## src/rtl/logic_unit_arbiter.sv

```systemverilog
// Two-requester round-robin front end for a shared 32-bit logic unit (AND/OR/NOR/INV).
// One operation in flight at a time; the result returns on a registered, ID-tagged channel.

module AND32_2x1 (
    input  logic [31:0] a,
    input  logic [31:0] b,
    output logic [31:0] y
);
    assign y = a & b;
endmodule

module OR32_2x1 (
    input  logic [31:0] a,
    input  logic [31:0] b,
    output logic [31:0] y
);
    assign y = a | b;
endmodule

module NOR32_2x1 (
    input  logic [31:0] a,
    input  logic [31:0] b,
    output logic [31:0] y
);
    assign y = ~(a | b);
endmodule

module INV32_1x1 (
    input  logic [31:0] a,
    output logic [31:0] y
);
    assign y = ~a;
endmodule

module logic_unit_arbiter #(
    parameter int DATA_WIDTH = 32,
    parameter int CNT_WIDTH  = 16
) (
    input  logic                  CLK,
    input  logic                  RST,
    input  logic                  r0_valid,
    output logic                  r0_ready,
    input  logic [1:0]            r0_op,
    input  logic [DATA_WIDTH-1:0] r0_a,
    input  logic [DATA_WIDTH-1:0] r0_b,
    input  logic                  r1_valid,
    output logic                  r1_ready,
    input  logic [1:0]            r1_op,
    input  logic [DATA_WIDTH-1:0] r1_a,
    input  logic [DATA_WIDTH-1:0] r1_b,
    output logic                  rsp_valid,
    input  logic                  rsp_ready,
    output logic [DATA_WIDTH-1:0] rsp_data,
    output logic                  rsp_id,
    output logic [CNT_WIDTH-1:0]  done_count
);

    // state | meaning
    // IDLE  | no operation in flight; grant is live, readies may assert
    // EXEC  | operands latched; gate outputs settle, result captured at next edge
    // RESP  | result held on rsp_* until rsp_valid && rsp_ready

    typedef enum logic [1:0] {
        IDLE = 2'd0,
        EXEC = 2'd1,
        RESP = 2'd2
    } state_t;

    localparam logic [CNT_WIDTH-1:0] CNT_MAX = {CNT_WIDTH{1'b1}};
    localparam logic [CNT_WIDTH-1:0] CNT_ONE = {{(CNT_WIDTH-1){1'b0}}, 1'b1};

    state_t                 state;
    state_t                 state_nxt;

    logic                   ptr;        // 0: r0 wins a tie, 1: r1 wins a tie
    logic [1:0]             op_q;
    logic [DATA_WIDTH-1:0]  a_q;
    logic [DATA_WIDTH-1:0]  b_q;
    logic                   id_q;

    logic                   grant_any;
    logic                   grant_id;
    logic                   accept;
    logic                   release_rsp;

    logic [DATA_WIDTH-1:0]  and_y;
    logic [DATA_WIDTH-1:0]  or_y;
    logic [DATA_WIDTH-1:0]  nor_y;
    logic [DATA_WIDTH-1:0]  inv_y;
    logic [DATA_WIDTH-1:0]  result;

    always_ff @(posedge CLK or negedge RST) begin
        if (!RST) begin
            state <= IDLE;
        end else begin
            state <= state_nxt;
        end
    end

    always_comb begin
        state_nxt = state;
        case (state)
            IDLE:    if (accept)      state_nxt = EXEC;
            EXEC:                     state_nxt = RESP;
            RESP:    if (release_rsp) state_nxt = IDLE;
            default:                  state_nxt = IDLE;
        endcase
    end

    always_comb begin
        grant_any = 1'b0;
        grant_id  = 1'b0;
        if (state == IDLE) begin
            if (r0_valid && r1_valid) begin
                grant_any = 1'b1;
                grant_id  = ptr;
            end else if (r0_valid) begin
                grant_any = 1'b1;
                grant_id  = 1'b0;
            end else if (r1_valid) begin
                grant_any = 1'b1;
                grant_id  = 1'b1;
            end
        end
        r0_ready    = grant_any && !grant_id;
        r1_ready    = grant_any &&  grant_id;
        accept      = (r0_valid && r0_ready) || (r1_valid && r1_ready);
        release_rsp = (state == RESP) && rsp_valid && rsp_ready;
    end

    // Pointer moves only on accept, always away from the requester just served.
    always_ff @(posedge CLK or negedge RST) begin
        if (!RST) begin
            ptr  <= 1'b0;
            op_q <= 2'b00;
            a_q  <= '0;
            b_q  <= '0;
            id_q <= 1'b0;
        end else if (accept) begin
            ptr  <= ~grant_id;
            id_q <= grant_id;
            op_q <= grant_id ? r1_op : r0_op;
            a_q  <= grant_id ? r1_a  : r0_a;
            b_q  <= grant_id ? r1_b  : r0_b;
        end
    end

    AND32_2x1 u_and (.a(a_q), .b(b_q), .y(and_y));
    OR32_2x1  u_or  (.a(a_q), .b(b_q), .y(or_y));
    NOR32_2x1 u_nor (.a(a_q), .b(b_q), .y(nor_y));
    INV32_1x1 u_inv (.a(a_q),          .y(inv_y));

    always_comb begin
        case (op_q)
            2'b00:   result = and_y;
            2'b01:   result = or_y;
            2'b10:   result = nor_y;
            default: result = inv_y;
        endcase
    end

    // rsp_data is deliberately left untouched on release so the last result stays visible.
    always_ff @(posedge CLK or negedge RST) begin
        if (!RST) begin
            rsp_valid  <= 1'b0;
            rsp_data   <= '0;
            rsp_id     <= 1'b0;
            done_count <= '0;
        end else if (state == EXEC) begin
            rsp_valid <= 1'b1;
            rsp_data  <= result;
            rsp_id    <= id_q;
        end else if (release_rsp) begin
            rsp_valid <= 1'b0;
            if (done_count != CNT_MAX) begin
                done_count <= done_count + CNT_ONE;
            end
        end
    end

    a_one_ready: assert property (@(posedge CLK) disable iff (!RST)
        !(r0_ready && r1_ready));

    a_rsp_hold: assert property (@(posedge CLK) disable iff (!RST)
        (rsp_valid && !rsp_ready) |=> (rsp_valid && $stable(rsp_data) && $stable(rsp_id)));

endmodule

```

## config.mk

```make
export PLATFORM = sky130hd
export DESIGN_NAME = logic_unit_arbiter
export DESIGN_NICKNAME = d
export VERILOG_FILES = /design/src/rtl/logic_unit_arbiter.sv
export SDC_FILE = /design/constraint.sdc
export NUM_CORES = 1
export LEC_CHECK = 0
export BUFFER_PORTS_ARGS = -buffer_cell sky130_fd_sc_hd__buf_2
export CAP_MARGIN = 20
export CORE_MARGIN = 2
export CORE_UTILIZATION = 30
export CTS_BUF_LIST = sky130_fd_sc_hd__clkbuf_8
export CTS_CLUSTER_SIZE = 14
export DETAILED_ROUTE_END_ITERATION = 7
export HOLD_SLACK_MARGIN = 0.1
export PLACE_DENSITY = 0.6
export SLEW_MARGIN = 30
export SYNTH_ARGS = -nofsm -noshare
export SYNTH_HDL_FRONTEND = slang
export SYNTH_SLANG_ARGS = --single-unit
```

## constraint.sdc

```tcl
create_clock -name CLK -period 4.9 [get_ports CLK]
set_input_delay 0.245 -clock CLK [delete_from_list [all_inputs] [get_ports CLK]]
set_output_delay 0.245 -clock CLK [all_outputs]
set_load 0.05 [all_outputs]
```

## Yosys cells after proc, flatten, opt, wreduce, memory -nomap -nowiden

Index checks and enable logic that the tools add are counted.

| operators by class | value |
|---|---|
| $add $sub $neg | 1 |
| eq/ne operators | 7 |
| muxes and demuxes | 16 |
| bitwise logic cells | 6 |
| reduce and logical (&&, ||, !) cells | 14 |

Operators with widths:

| kind | count |
|---|---|
| case mux 32 bit (3 select lines) | 1 |
| 2-to-1 mux 32 bit | 2 |
| NOT 32 bit | 2 |
| bitwise AND 32 bit | 1 |
| bitwise OR 32 bit | 1 |
| adder 16 x 1 -> 16 bit, second input constant | 1 |
| inequality test 16 bit, second input constant | 1 |
| 2-to-1 mux 1 bit | 9 |
| logical AND 1 bit | 7 |
| 2-to-1 mux 2 bit | 3 |
| case mux 2 bit (3 select lines) | 1 |
| equality test 2 x 1 -> 1 bit, second input constant | 2 |
| equality test 2 bit, second input constant | 2 |
| logical NOT 2 bit | 2 |
| inequality test 2 bit, second input constant | 2 |
| AND reduction 3 bit | 1 |
| NOT 1 bit | 2 |
| AND reduction 2 bit | 1 |
| nonzero test 2 bit | 1 |
| logical NOT 1 bit | 1 |
| logical OR 1 bit | 1 |

| word-level totals | value |
|---|---|
| register bits | 120 |
| output and inout bits | 52 |
| logic and storage cells | 54 |

## Logic depth before layout (Yosys ltp)

Gate-level depths: netlist (run 1).

| depth | value |
|---|---|
| word-level depth | 10 |
| gate-level depth with buffers | 7 |
| gate-level depth less buffers | 5 |

## Modules after synthesis

A second synthesis (run 1) with hierarchy kept.

| second synthesis, totals | value |
|---|---|
| cell total of the unflattened synthesis | 571 |
| area total of the unflattened synthesis | 6497.5 um^2 |

By module, submodules not included:

| module | instances | cells an instance | area an instance (um^2) | seq. area each (um^2) |
|---|---|---|---|---|
| logic_unit_arbiter | 1 | 443 | 5856.9 | 3002.9 |
| AND32_2x1 | 1 | 32 | 200.2 | 0.0 |
| OR32_2x1 | 1 | 32 | 200.2 | 0.0 |
| INV32_1x1 | 1 | 32 | 120.1 | 0.0 |
| NOR32_2x1 | 1 | 32 | 120.1 | 0.0 |

## Worst setup path before layout (run 1)

OpenSTA, ideal clock, no wires.

| timing path | value |
|---|---|
| kind | reg-to-reg |
| from | reg done_count[0] |
| to | reg done_count[13] |
| setup time | 0.144 ns |
| data arrival time | 1.885 ns |
| required time | 4.756 ns |
| slack | 2.872 ns |
| stages on the path, launching flop included | 7 |
| buffers on the path | 1 |
| period minus slack after synthesis | 2.028 ns |
| cell sequence | dfrtp_1 > ha_1 > nand4_1 > o41a_1 > buf_6 > nand4_1 > xnor2_1 |

| between the ends | value |
|---|---|
| longest elaborated chain between the ends | 2 |
| elaborated cells on any way between the ends | 3 |
| classes of those cells | 1 x add/sub; 1 x eq/ne; 1 x reduce/logical |

RTL lines:

| element | RTL line | source |
|---|---|---|
| start: declaration | 55 | `output logic [CNT_WIDTH-1:0] done_count` |
| start signal: assignment | 176 | `done_count <= done_count + CNT_ONE;` |
| branches (longest 2 deep; another with adder 16 x 1 -> 16 bit) | - |  |

Parallel ways; which one is timed is not known.
A chain may end at the register's enable or synchronous reset.

## Worst setup path in the final report (run 1)

| timing path | value |
|---|---|
| from | reg state[1] |
| to | out r1_ready |

| between the ends | value |
|---|---|
| longest elaborated chain between the ends | 3 |
| elaborated cells on any way between the ends | 4 |
| classes of those cells | 2 x mux; 2 x reduce/logical |

RTL lines:

| element | RTL line | source |
|---|---|---|
| start: declaration | 72 | `state_t state;` |
| start signal: assignment | 96 | `state <= state_nxt;` |
| logical NOT 2 bit (*) | 113 | `if (state == IDLE) begin` |
| 2-to-1 mux 1 bit | 113 |  |
| logical AND 1 bit (*) | 126 | `r1_ready = grant_any && grant_id;` |
| end: declaration | 47 | `output logic r1_ready,` |

Mark *: on every way between the ends. The rest lies on a longest branch, timed or not.

==> results of run 1 <==
cell usage in the layout (no fill, tap or decap), drive strengths merged, types with 2 or more instances in the layout:
cell type | netlist | layout
xor2 | 3 | 3
nand3 | 5 | 5
bufinv | 0 | 5
clkinv | 0 | 4
nor3 | 33 | 33
inv | 2 | 6
nand2b | 3 | 3
nor4 | 3 | 3
o21ai | 63 | 63
buf | 20 | 196
nor2 | 39 | 39
a21oi | 96 | 96
nand4 | 9 | 9
a21o | 37 | 37
and3 | 3 | 3
mux2 | 2 | 2
xnor2 | 10 | 10
mux2i | 29 | 29
clkbuf | 24 | 19
dlygate4sd3 | 0 | 132
dfrtp | 120 | 120
a22o | 36 | 36
nand2 | 69 | 69
critical path: stages (launching register included):
cell     delay, ns
dfrtp_1       0.42
nor2_1        0.24
and3_4        0.51
buf_4         0.61
buf_2         0.38
per-layer routing:
metal  part of all wire, %  global-route usage [%]
met3                   3.6                    3.80
met4                   1.4                    5.68
met2                    49                    29.5
met5                     0                       0
met1                    46                    21.0
path summary, 6_finish.rpt:
path	start	to	slack (ns)	depth (start not counted)
hold reg to reg	rsp_data[1]$_DFFE_PN0P_	rsp_data[1]$_DFFE_PN0P_	0.48	2
hold / removal	r1_a[25]	a_q[25]$_DFFE_PN0P_	0.13	3
setup reg to reg	state[1]$_DFFE_PN0P_	b_q[20]$_DFFE_PN0P_	2.08	6
min in group asynchronous	RST	done_count[3]$_DFFE_PN0P_	0.31	2
max in group asynchronous	RST	a_q[18]$_DFFE_PN0P_	3.61	3
setup / recovery	state[1]$_DFFE_PN0P_	r1_ready	2.05	4
per-stage QoR:
step | setup WS, ns | cells
floorplan | 2.87 | 616
global placement | 2.49 | 1033
detailed placement | 2.49 | 1033
CTS | 2.00 | 1197
global route | 1.85 | 1197
finish | 2.05 | 1197
power by group:
part / leakage [nW] / internal, mW / switching, mW
Sequential: 1.49 / 1.43 / 0.473
Combinational: 2.52 / 1.26 / 1.64
Clock: 0.244 / 0.622 / 0.401
cell families (layout without fill, tap and decap cells):
logic type      Yosys count  count (layout)  share of synthesized area [%]
compound gates          237             237                           24.6
simple gates            168             168                           12.8
flops                   120             120                           51.4
buf+inv                  46             362                           3.75
mux                      31              31                           5.35
xor+xnor                 13              13                           1.95
fa+ha+maj                 1               1                          0.214
repair_timing:
action                     CTS  global route
hold endpoints to repair   101             0
hold buffers               132             0
setup endpoints to repair    0             0
state kept, by name (all words and copies together) (netlist names):
register / cells
rsp_id: 1
a_q: 32
op_q: 2
id_q: 1
done_count: 16
state: 2
b_q: 32
ptr: 1
rsp_valid: 1
rsp_data: 32
cell type report:
type,instances,area share [%]
clock buffer,19,2.98
clock inverter,13,2.11
inverter,2,0.0856
multi-input combinational,450,30.2
sequential,120,34.3
tap,265,3.78
timing repair buffer,328,26.6
cells in the mapped netlist (2+ instances only):
library cell and number:
dfrtp_1 120, a21oi_1 96, nand2_1 69, o21ai_1 56, nor2_1 39, a21o_1 37
a22o_1 36, nor3_1 33, mux2i_1 29, clkbuf_1 24, buf_2 10, xnor2_1 10
nand4_1 9, o21ai_0 6, nand3_1 5, buf_1 4, and3_1 3, buf_4 3
buf_6 3, nand2b_1 3, xor2_1 3, nor4_1 2
==> reports/summary.txt, run 1 <==
Status - completed
Fmax - 351 MHz
Pin count of the biggest net entering global routing - 97
Grt ovf - 0
Skew final - 0.00829 ns
Multi-input gate area - 2650 um^2
Clock Tree Root - clkbuf_8
Cell area power density - 664 nW/um^2
RSZ-0062 raised after global routing - no
Share of the synthesized area in the top cell type - 51.4%
Ys flop type - dfrtp_1
Sink Count - 120
CTS tree - yes
Sequential fraction of the synthesis area - 51.4%
Filler Cell Count - 1852
Initial drt markers - 187
# IOs - 189
Storage cell area - 3010 um^2
Synthesis-stage register bit count - 120
Final setup TNS - 0 ns
Hpwl dp - 10.3 mm
DR pass1 iterations - 4
Post CTS Setup Buffer Count - 0
Core Area - 19300 um^2
Cell Area, Placed - 7000 um^2
Crit path max fanout - 45
CP endpoint kind - output port
Area Growth Syn to Fin - 50.0%
Final Util - 45.5%
Clock buffer depth - 2
Fin. max-slew vios - 0
DIE WIDTH - 144 um
Top post-synthesis cells by area - dfrtp_1, a21oi_1, a22o_1
IO Port Bufs - 188
DR DRC count - 0
Antenna-violating nets left - 0
Setup CP Type - reg -> out
Antenna violations before repair - 0
Synth Instances - 616
Async S/R FF share, synth - 100%
All-Layer GR Usage - 17.0%
Vias in the first global route - 5453
# resized after CTS - 0
Worst-skew pair later-pin latency - 0.44 ns
Gpl congestion - 0.728
Worst EP arrival - 2.61 ns
Chip height - 144 um
Final #Nets - 1057
Final instance area - 8770 um^2
Mapped Area - 5850 um^2
Share of layout cells above drive strength 1 - 24.9%
HP Class - in -> reg
Slew Limit Headroom - 50.4%
Routed wire length - 17.4 mm
Final setup viols - 0
Via density - 4.80
N_diodes - 0
Post-Syn Area per Cell - 9.49 um^2
Die ar. - 20600 um^2
TritonCTS Buffers - 17
Number of distinct library cells after synthesis - 38
Syn nets - 754
Hold Worst Slack - 0.132 ns
H-tree depth - 4
Max IR drop VDD - 0.240 mV
Fin crit share - 58.2%
Leakage Power - 4.26 nW
First-pass GRT wire length - 27.4 mm
Drt wl/cell - 14.6 um
Max Cap Violations - 0
Post-synth EDFFs - 0
Vias - 5747
Clock slew at reported path FFs - 0.07 ns
Data required time at the worst endpoint - 4.66 ns
Final Hold Vio Count - 0
Yosys warning count - 0
Final min period - 2.85 ns
Power Total - 5.83 mW
Initial core utilization - 30.3%
Core Rows - 51
Biggest area consumer among synthesized cells - dfrtp_1
Slew @ Worst Pin - 0.744 ns
Startpoint types - flip-flop
No activity file was read; power rests on OpenSTA's default activity.
==> inputs of run 2 (changes only) <==
Settings changed: PLACE_DENSITY 0.6 to 0.62.
Clock period 4.9 ns to 2.5 ns, I/O delays scaled along.
==> reports/summary.txt, run 2 (same netlist as run 1, synthesis figures left out) <==
RSZ-0062 raised after global routing - no
Max Cap Violations - 0
Most common cell after layout, fill and taps aside - buf_2
Int Power - 6.56 mW
Final min period - 2.29 ns
Hpwl dp - 11.1 mm
Chip height - 144 um
# IOs - 189
Worst Setup SP - state[1]$_DFFE_PN0P_
DR DRC count - 0
Final WS setup - 0.208 ns
CTS tree - yes
Cell Area, Placed - 7100 um^2
All-Layer GR Usage - 17.5%
Fin. max-slew vios - 0
Slew Limit Headroom - 47.9%
Initial drt markers - 196
Psw - 5.00 mW
Skew final - 0.0140 ns
TritonCTS Buffers - 17
Crit path max fanout - 37
Fin crit share - 91.7%
Drt wl/cell - 14.9 um
Data required time at the worst endpoint - 2.81 ns
Net switching fraction of the power - 43.3%
Final instance area - 8890 um^2
Status - completed
First-pass GRT wire length - 28.1 mm
Final #Nets - 1067
Sink Count - 120
Via density - 4.76
Clock buffer depth - 2
Setup CP Type - reg -> reg
Gpl congestion - 0.745
Clock slew at reported path FFs - 0.08 ns
Most frequent cells in the layout - buf_2, dlygate4sd3_1, dfrtp_1
CP endpoint kind - flip-flop
DIE WIDTH - 144 um
Worst hold start - rsp_ready
Final setup TNS - 0 ns
Area Growth Syn to Fin - 52.0%
Startpoint types - flip-flop
Fmax - 436 MHz
Pin count of the biggest net entering global routing - 64
Initial core utilization - 30.3%
Largest regs - a_q x32, b_q x32, rsp_data x32
Max IR drop VDD - 0.540 mV
Cell area power density - 1300 nW/um^2
H-tree depth - 4
HP Class - in -> reg
Routed wire length - 18.0 mm
Antenna-violating nets left - 0
Vias - 5756
Reg-to-Reg Start - state[1]$_DFFE_PN0P_
Grt ovf - 0
Clock share of power - 16.6%
Core Area - 19300 um^2
Worst EP arrival - 2.60 ns
Clock Tree Root - clkbuf_8
Antenna violations before repair - 0
Slew @ Worst Pin - 0.782 ns
Core Rows - 51
Worst-skew pair later-pin latency - 0.43 ns
Final setup viols - 0
IO Port Bufs - 188
Share of layout cells above drive strength 1 - 25.7%
Final Util - 46.1%
DR pass1 iterations - 4
Logic pwr share - 51.3%
Final Hold Vio Count - 0
Seq pwr share - 32.1%
Worst slack, placed - 0.579 ns
Vias in the first global route - 5580
Die ar. - 20600 um^2
Leakage Power - 4.31 nW
-- run 2: cell count changes in the layout (fill, tap and decap cells not counted), moves of 2 or more --
cell	previous run	this run
buf_12	0	4
buf_4	8	12
clkbuf_8	19	23
bufinv_16	5	3
dlygate4sd3_1	132	134
inv_1	5	3
-- run 2: routing by layer --
| metal | GRT usage [%] | vias to the layer above | share of wire [%] |
|---|---|---|---|
| met3 | 4.30 | 10 | 4.2 |
| met5 | 0 | - | 0 |
| met2 | 30.7 | 161 | 51 |
| met1 | 21.4 | 2735 | 44 |
| li1 | - | 2850 | - |
| met4 | 4.80 | 0 | 0.87 |
-- run 2: through the flow --
| step | total power [mW] | hold slack (ns) | instances |
|---|---|---|---|
| after detailed placement | 8.83 | 0.0133 | 1041 |
| after CTS | 11.6 | 0.107 | 1207 |
| after floorplan | 7.39 | -0.171 | 616 |
| after global routing | 12.4 | 0.132 | 1207 |
| final | 11.6 | 0.132 | 1208 |
| after global placement | 8.67 | 0.00945 | 1041 |
-- run 2: what timing repair did --
item | 4_1_cts | 5_1_grt
buffers inserted | 0 | 0
setup endpoints to repair | 0 | 17
resized for setup | 0 | 1
hold buffers | 134 | 0
endpoints found under the hold margin | 186 | 0
-- run 2: power by group through the flow --
stage	clock network (mW)	registers [mW]	logic (mW)
floorplan	0	4.33	3.06
global placement	0	3.69	4.98
detailed placement	0	3.72	5.10
CTS	1.97	3.70	5.94
global route	2.06	3.85	6.54
finish	1.92	3.72	5.93
-- run 2: critical path, stage by stage (launching register included) --
cell and delay (ns):
dfrtp_1 0.41, nor2_1 0.24, and3_4 0.28, buf_6 0.35
mux2i_1 0.25, dlygate4sd3_1 0.59, o21ai_1 0.06
-- run 2: final timing paths --
| kind | endpoint | slack, ns | depth (start not counted) |
|---|---|---|---|
| max | a_q[0]$_DFFE_PN0P_ | 0.21 | 6 |
| min | state[1]$_DFFE_PN0P_ | 0.13 | 3 |
| max reg2reg | a_q[0]$_DFFE_PN0P_ | 0.21 | 6 |
| min reg2reg | rsp_data[25]$_DFFE_PN0P_ | 0.48 | 2 |
| max in group asynchronous | rsp_data[29]$_DFFE_PN0P_ | 1.10 | 3 |
| min in group asynchronous | done_count[8]$_DFFE_PN0P_ | 0.29 | 3 |
-- run 2: layout make-up --
cell class / count / area (um^2)
Fill cell: 1865 / 10400
Sequential cell: 120 / 3000
Multi-Input combinational cell: 450 / 2650
Timing Repair Buffer: 338 / 2460
Tap cell: 265 / 332
Clock buffer: 23 / 317
Clock inverter: 9 / 120
Inverter: 2 / 7.51
Antenna cell: 1 / 2.50
